<file path="config.mk">
export PLATFORM = sky130hd
export DESIGN_NAME = sha_msg_sched
export DESIGN_NICKNAME = d
export VERILOG_FILES = /design/src/rtl/sha_pkg.sv /design/src/rtl/sigma_small.sv /design/src/rtl/sha_msg_sched.sv
export SDC_FILE = /design/constraint.sdc
export NUM_CORES = 2
export LEC_CHECK = 0
export CAP_MARGIN = 10
export CORE_AREA = 2 2 197 344
export DETAILED_ROUTE_END_ITERATION = 16
export DIE_AREA = 0 0 199 346
export MAX_ROUTING_LAYER = met4
export PLACE_DENSITY = 0.77
export SLEW_MARGIN = 20
export SYNTH_ARGS = -nofsm -noshare
export SYNTH_HDL_FRONTEND = slang
export SYNTH_SLANG_ARGS = --single-unit
export TNS_END_PERCENT = 20
</file>
<file path="constraint.sdc">
create_clock -name clk -period 3.9 [get_ports clk]
set_input_delay 0.78 -clock clk [delete_from_list [all_inputs] [get_ports clk]]
set_output_delay 0.78 -clock clk [all_outputs]
set_load 0.05 [all_outputs]
</file>
<file path="src/rtl/sha_pkg.sv">
// Shared SHA-256 types and constants for the message schedule.
package sha_pkg;

  typedef logic [31:0] sha_word_t;

  typedef enum logic [1:0] {
    IDLE,
    RUN,
    DONE
  } sched_state_t;

  localparam int SHA_PAIRS = 32;
  localparam int SHA_WIN   = 16;

  function automatic sha_word_t bswap32(input sha_word_t x);
    return {x[7:0], x[15:8], x[23:16], x[31:24]};
  endfunction

endpackage

</file>
<file path="src/rtl/sigma_small.sv">
// SHA-256 small-sigma pair. One instance feeds one new schedule word, which
// needs sigma0 and sigma1 of two different window words, hence two inputs.
module sigma_small
  import sha_pkg::*;
(
  input  sha_word_t x0,
  input  sha_word_t x1,
  output sha_word_t s0,
  output sha_word_t s1
);

  assign s0 = {x0[6:0], x0[31:7]} ^ {x0[17:0], x0[31:18]} ^ (x0 >> 3);
  assign s1 = {x1[16:0], x1[31:17]} ^ {x1[18:0], x1[31:19]} ^ (x1 >> 10);

endmodule

</file>
<file path="src/rtl/sha_msg_sched.sv">
// SHA-256 message schedule: 16-word sliding window emitting two W words per step.
// Optional SHA_SCHED_BSWAP_EN byte-reverses each block_in word at load.
module sha_msg_sched
  import sha_pkg::*;
(
  input  logic         clk,
  input  logic         rst,
  input  logic         load,
  input  logic [511:0] block_in,
  input  logic         advance,
  output logic [63:0]  W,
  output logic [5:0]   cycle,
  output logic         valid,
  output logic         done
);

  // Handshake: a pair is offered while valid=1 and is consumed on each
  // rising edge where valid=1 and advance=1; otherwise outputs hold.

  sched_state_t state_q, state_d;
  logic [5:0]   cycle_q, cycle_d;
  sha_word_t    win_q [SHA_WIN];
  sha_word_t    win_d [SHA_WIN];

  sha_word_t s0_a, s1_a, s0_b, s1_b;
  sha_word_t new_a, new_b;

  function automatic sha_word_t load_word(input logic [511:0] blk, input int idx);
    sha_word_t w;
    w = blk[32*(SHA_WIN-1-idx) +: 32];
`ifdef SHA_SCHED_BSWAP_EN
    return bswap32(w);
`else
    return w;
`endif
  endfunction

  sigma_small u_sig_a (
    .x0 (win_q[1]),
    .x1 (win_q[14]),
    .s0 (s0_a),
    .s1 (s1_a)
  );

  sigma_small u_sig_b (
    .x0 (win_q[2]),
    .x1 (win_q[15]),
    .s0 (s0_b),
    .s1 (s1_b)
  );

  // Both new words read only the old window, so they never chain.
  assign new_a = s1_a + win_q[9]  + s0_a + win_q[0];
  assign new_b = s1_b + win_q[10] + s0_b + win_q[1];

  always_comb begin
    state_d = state_q;
    cycle_d = cycle_q;
    win_d   = win_q;
    case (state_q)
      IDLE: begin
        if (load) begin
          for (int i = 0; i < SHA_WIN; i++) begin
            win_d[i] = load_word(block_in, i);
          end
          cycle_d = 6'd1;
          state_d = RUN;
        end
      end
      RUN: begin
        if (advance) begin
          if (cycle_q == 6'(SHA_PAIRS)) begin
            state_d = DONE;
          end else begin
            for (int i = 0; i < SHA_WIN - 2; i++) begin
              win_d[i] = win_q[i+2];
            end
            win_d[14] = new_a;
            win_d[15] = new_b;
            cycle_d   = cycle_q + 6'd1;
          end
        end
      end
      DONE: begin
        state_d = IDLE;
      end
      default: begin
        state_d = IDLE;
      end
    endcase
  end

  always_ff @(posedge clk) begin
    if (rst) begin
      state_q <= IDLE;
      cycle_q <= '0;
      for (int i = 0; i < SHA_WIN; i++) begin
        win_q[i] <= '0;
      end
    end else begin
      state_q <= state_d;
      cycle_q <= cycle_d;
      win_q   <= win_d;
    end
  end

  assign W     = {win_q[1], win_q[0]};
  assign cycle = cycle_q;
  assign valid = (state_q == RUN);
  assign done  = (state_q == DONE);

endmodule
</file>
==> impl_results.md <==
* Sequential-to-total area share from yosys stat at approximately a third
* Minimum period implied by the final worst setup slack at about 4.0 ns
* VDD IR-drop max at between 0.5 and 0.6 mV
* Worst Setup SP: win_q[424]
* Worst reg2reg endpoint: win_q[29]
* Port-buffer cells at about 590
* Reg-to-reg critical path startpoint: win_q[424]
* Max Clock Skew at about 0.019 ns
* Vias per Instance at ~5.8
* FF/Latch Area at about 0.010 mm²
* Number of max-capacitance violations reported at 0
* Post-synth top area cell: sky130_fd_sc_hd__dfxtp_1
* Final critical-path share of the clock period at 104%
* Area added between synthesis and finish at 35.7%
* Worst slack at placement at -0.310 ns
* Setup Total Neg Slack at -0.598 ns
* Endpoint type of the worst setup path: flop
* Reg clk slew, reported paths at 0.07 ns
* Number of library cell types mapped by synthesis at between 60 and 70
* Total number of nets in the final design at between 5,000 and 6,000
* Met2 demand-to-capacity share in global routing at 68.8%
* First-pass detailed-route iteration total at 6
* Most frequently used flop master after synthesis: sky130_fd_sc_hd__dfxtp_1
* Transition time of the tightest slew-check pin at about 1.3 ns
* Endpoint of the most critical setup path: win_q[29]
* Number of failing hold endpoints at the final stage at 0
* Path class of the lowest-slack min-delay path: reg2reg
* Maximum fanout count along the critical path at 2
* CTS buffer count at ~50
* Power density cells at ~880 mW/mm²
* Count of H-tree levels built during CTS at 2
* Total of fill cells in the finished design at 5,842
* Count of pins over their slew limit at 0
* Placed cells at between 5,000 and 6,000
* Die area at 0.0689 mm²
* Fmax at ~250 MHz
* Die boundary height at 346 µm
* Multi-input logic area at around 0.019 mm²
* Run status: finished with violations
* EDFF count, synth at 0
* Sum of overflow across all layers after global routing at 0
* Cells after synthesis at slightly above 4,000
* Critical setup path kind: reg2reg
* Fraction of synthesis flops using an asynchronous set or reset pin at 0%
* FP Rows at between 100 and 150
* Final non-filler cell total at roughly 5,600
* Die span in x at roughly 200 µm
* TritonCTS clock tree: built
* Grt peak-use layer: met2
* Routed wire length at about 160,000 µm
* Aggregate global-route resource usage at between 40% and 50%
* Count of vias placed by the detailed router at about 33,000
* Synthesized cell area at 0.0314 mm²
* Crit path setup slack, layout at -0.138 ns
* Setup violations, final at 10
* Area of the core at between 0.06 and 0.07 mm²
* Number of global-route vias before repair at 31,300
* Number of hold buffers added after CTS at 0
* Violations in the final reports: setup timing
* Root buffer cell: sky130_fd_sc_hd__clkbuf_16
* Count of state elements after synthesis at between 500 and 600
* Number of nets in the synthesized netlist at about 4,700
* Leakage power total at 0.0174 µW
* Insertion delay of the later-clocked pin in the worst-skew pair at about 0.65 ns
* Relative slew slack at around 16%
* Iteration-0 DRC Markers at about 3,500
* Minimum setup slack among reg-to-reg paths at -0.14 ns
* GR Util met1 at ~50%
* Critical hold path startpoint: win_q[79]
* Synth top area cells: sky130_fd_sc_hd__dfxtp_1 33%, sky130_fd_sc_hd__a311oi_1 13%, sky130_fd_sc_hd__nand2_1 12%, sky130_fd_sc_hd__fa_1 7.9%, sky130_fd_sc_hd__nor2_1 6.3%
* Largest net degree at the start of global routing at around 230
* Unrepaired setup endpoints after global routing: yes
* Data arrival time of the critical path at roughly 4.6 ns
* Mean routed wirelength per cell at between 20 and 30 µm
* Antenna Violating Nets Remaining at 0
* Post-synth top area share at between 30% and 40%
* Placed wire-length estimate after detailed placement at between 100,000 and 150,000 µm
* Number of warning messages in the yosys log at 0
* Mean post-synth cell area at 7.77 µm²
* Starting utilization of the core area at between 40% and 50%
* Share of cells above drive strength 1 at 14.3%
* Gpl congestion at roughly 1.1
* Initial antenna violation count at 11
* Fraction of met3 tracks used by global routing at 9.35%
* Wire length of the first global-routing pass at around 220,000 µm
* Number of clock sinks at 520
* Top Ports at around 600
* DRC violations left at 0
* Reg2reg path depth at 15
* Crit start category: flop
* Required @ worst endpoint at 4.45 ns
* Clock tree buffer depth at 3
[cell type report]
class / count / area share (%)
clock inverter: 24 / 0.785
multi-input combinational: 2825 / 44.4
timing repair buffer: 1000 / 22.2
antenna: 12 / 0.0706
tap: 889 / 2.61
inverter: 254 / 2.26
sequential: 520 / 24.6
clock buffer: 64 / 3.18
[registers in the layout (all words and copies together) (netlist names)]
register	flops
state_q	2
win_q	448
cycle	6
W	64
[cells in the mapped netlist, types with 5 or more instances]
cell type	n
sky130_fd_sc_hd__a222oi_1	17
sky130_fd_sc_hd__a22oi_1	5
sky130_fd_sc_hd__nor2_1	526
sky130_fd_sc_hd__a311oi_1	458
sky130_fd_sc_hd__buf_2	51
sky130_fd_sc_hd__o21a_1	11
sky130_fd_sc_hd__a21oi_1	75
sky130_fd_sc_hd__buf_6	5
sky130_fd_sc_hd__o21ai_0	46
sky130_fd_sc_hd__fa_1	124
sky130_fd_sc_hd__inv_1	253
sky130_fd_sc_hd__a211oi_1	10
sky130_fd_sc_hd__o22ai_1	10
sky130_fd_sc_hd__a21o_1	21
sky130_fd_sc_hd__dfxtp_1	520
sky130_fd_sc_hd__nor3_1	17
sky130_fd_sc_hd__buf_4	72
sky130_fd_sc_hd__ha_1	64
sky130_fd_sc_hd__buf_1	8
sky130_fd_sc_hd__and3_1	8
sky130_fd_sc_hd__xor2_1	108
sky130_fd_sc_hd__nand3_1	13
sky130_fd_sc_hd__xnor2_1	184
sky130_fd_sc_hd__nor2b_1	10
sky130_fd_sc_hd__a221oi_1	13
sky130_fd_sc_hd__nand4_1	13
sky130_fd_sc_hd__o211ai_1	8
sky130_fd_sc_hd__nand2_1	997
sky130_fd_sc_hd__a31oi_1	14
sky130_fd_sc_hd__o21bai_1	11
sky130_fd_sc_hd__clkbuf_1	295
[routing by layer]
layer | wire (µm) | share of wire (%)
met3 | 13500 | 8.6
met4 | 20400 | 13
met1 | 53600 | 34
met2 | 69400 | 44
met5 | 0 | 0
[critical path, stage by stage, from the launching register on]
cell,delay [ns]
sky130_fd_sc_hd__dfxtp_2,0.34
sky130_fd_sc_hd__xor2_2,0.17
sky130_fd_sc_hd__xnor2_1,0.13
sky130_fd_sc_hd__fa_1,0.51
sky130_fd_sc_hd__inv_2,0.04
sky130_fd_sc_hd__fa_1,0.44
sky130_fd_sc_hd__ha_2,0.21
sky130_fd_sc_hd__fa_2,0.42
sky130_fd_sc_hd__a211oi_4,0.25
sky130_fd_sc_hd__o211ai_1,0.18
sky130_fd_sc_hd__a31oi_4,0.24
sky130_fd_sc_hd__o311ai_2,0.13
sky130_fd_sc_hd__a31o_2,0.28
sky130_fd_sc_hd__a221oi_2,0.26
sky130_fd_sc_hd__xor2_1,0.10
sky130_fd_sc_hd__a221oi_1,0.25
[per-stage QoR]
stage | hold slack (ns) | total power (µW) | utilization, % | area (µm²)
floorplan | 0.455 | 19100 | - | 31400
global placement | 0.459 | 29200 | 60.2 | 39800
detailed placement | 0.467 | 29000 | 60.2 | 39800
CTS | 0.475 | 34700 | 62.9 | 41600
global route | 0.489 | 39100 | 64.3 | 42500
finish | 0.472 | 37300 | 64.3 | 42500
[logic make-up after synthesis]
logic type                 count (synthesis)  synth area share, %
muxes                                      2               0.0639
adders and majority gates                188                 10.5
and+or+nand+nor                         1606                 19.8
AOI/OAI and AO/OA                        737                 18.8
buffers and inverters                    688                 9.46
xor gates and xnor gates                 292                 8.16
DFF                                      520                 33.2
[placed cells by master, fill, tap and decap left out, drive strengths merged, types with 17 or more instances in the layout]
| cell type | netlist | routed |
|---|---|---|
| xnor2 | 184 | 184 |
| clkbuf | 296 | 64 |
| o21ai | 50 | 50 |
| fa | 124 | 124 |
| ha | 64 | 64 |
| dfxtp | 520 | 520 |
| a21o | 21 | 21 |
| a222oi | 17 | 17 |
| nor2 | 527 | 527 |
| nand2 | 997 | 997 |
| xor2 | 108 | 108 |
| clkdlybuf4s50 | 0 | 585 |
| nor3 | 17 | 17 |
| inv | 254 | 256 |
| a311oi | 458 | 458 |
| a21oi | 76 | 76 |
| buf | 136 | 415 |
[how the worst min path moves through the flow]
stage	end	slack, ns	cells past startpoint
finish	win_q[143]	0.47	2
global route	win_q[182]	0.49	2
CTS	win_q[435]	0.47	2
detailed placement	win_q[143]	0.47	2
global placement	win_q[144]	0.46	2
floorplan	win_q[128]	0.46	2
[what timing repair did]
item	CTS	global route
setup buffers	1	9
cloned	0	0
endpoints found under the setup margin	37	44
resized for setup	38	159
pin swaps	14	59
[power by group]
| group | switching [µW] | leakage (µW) | internal (µW) |
|---|---|---|---|
| sequential | 796 | 0.00432 | 6020 |
| combinational | 14100 | 0.0123 | 11200 |
| clock | 2360 | 0.000812 | 2870 |
| total | 17200 | 0.0174 | 20000 |
Note: power is estimated with default switching activity, not from simulation.
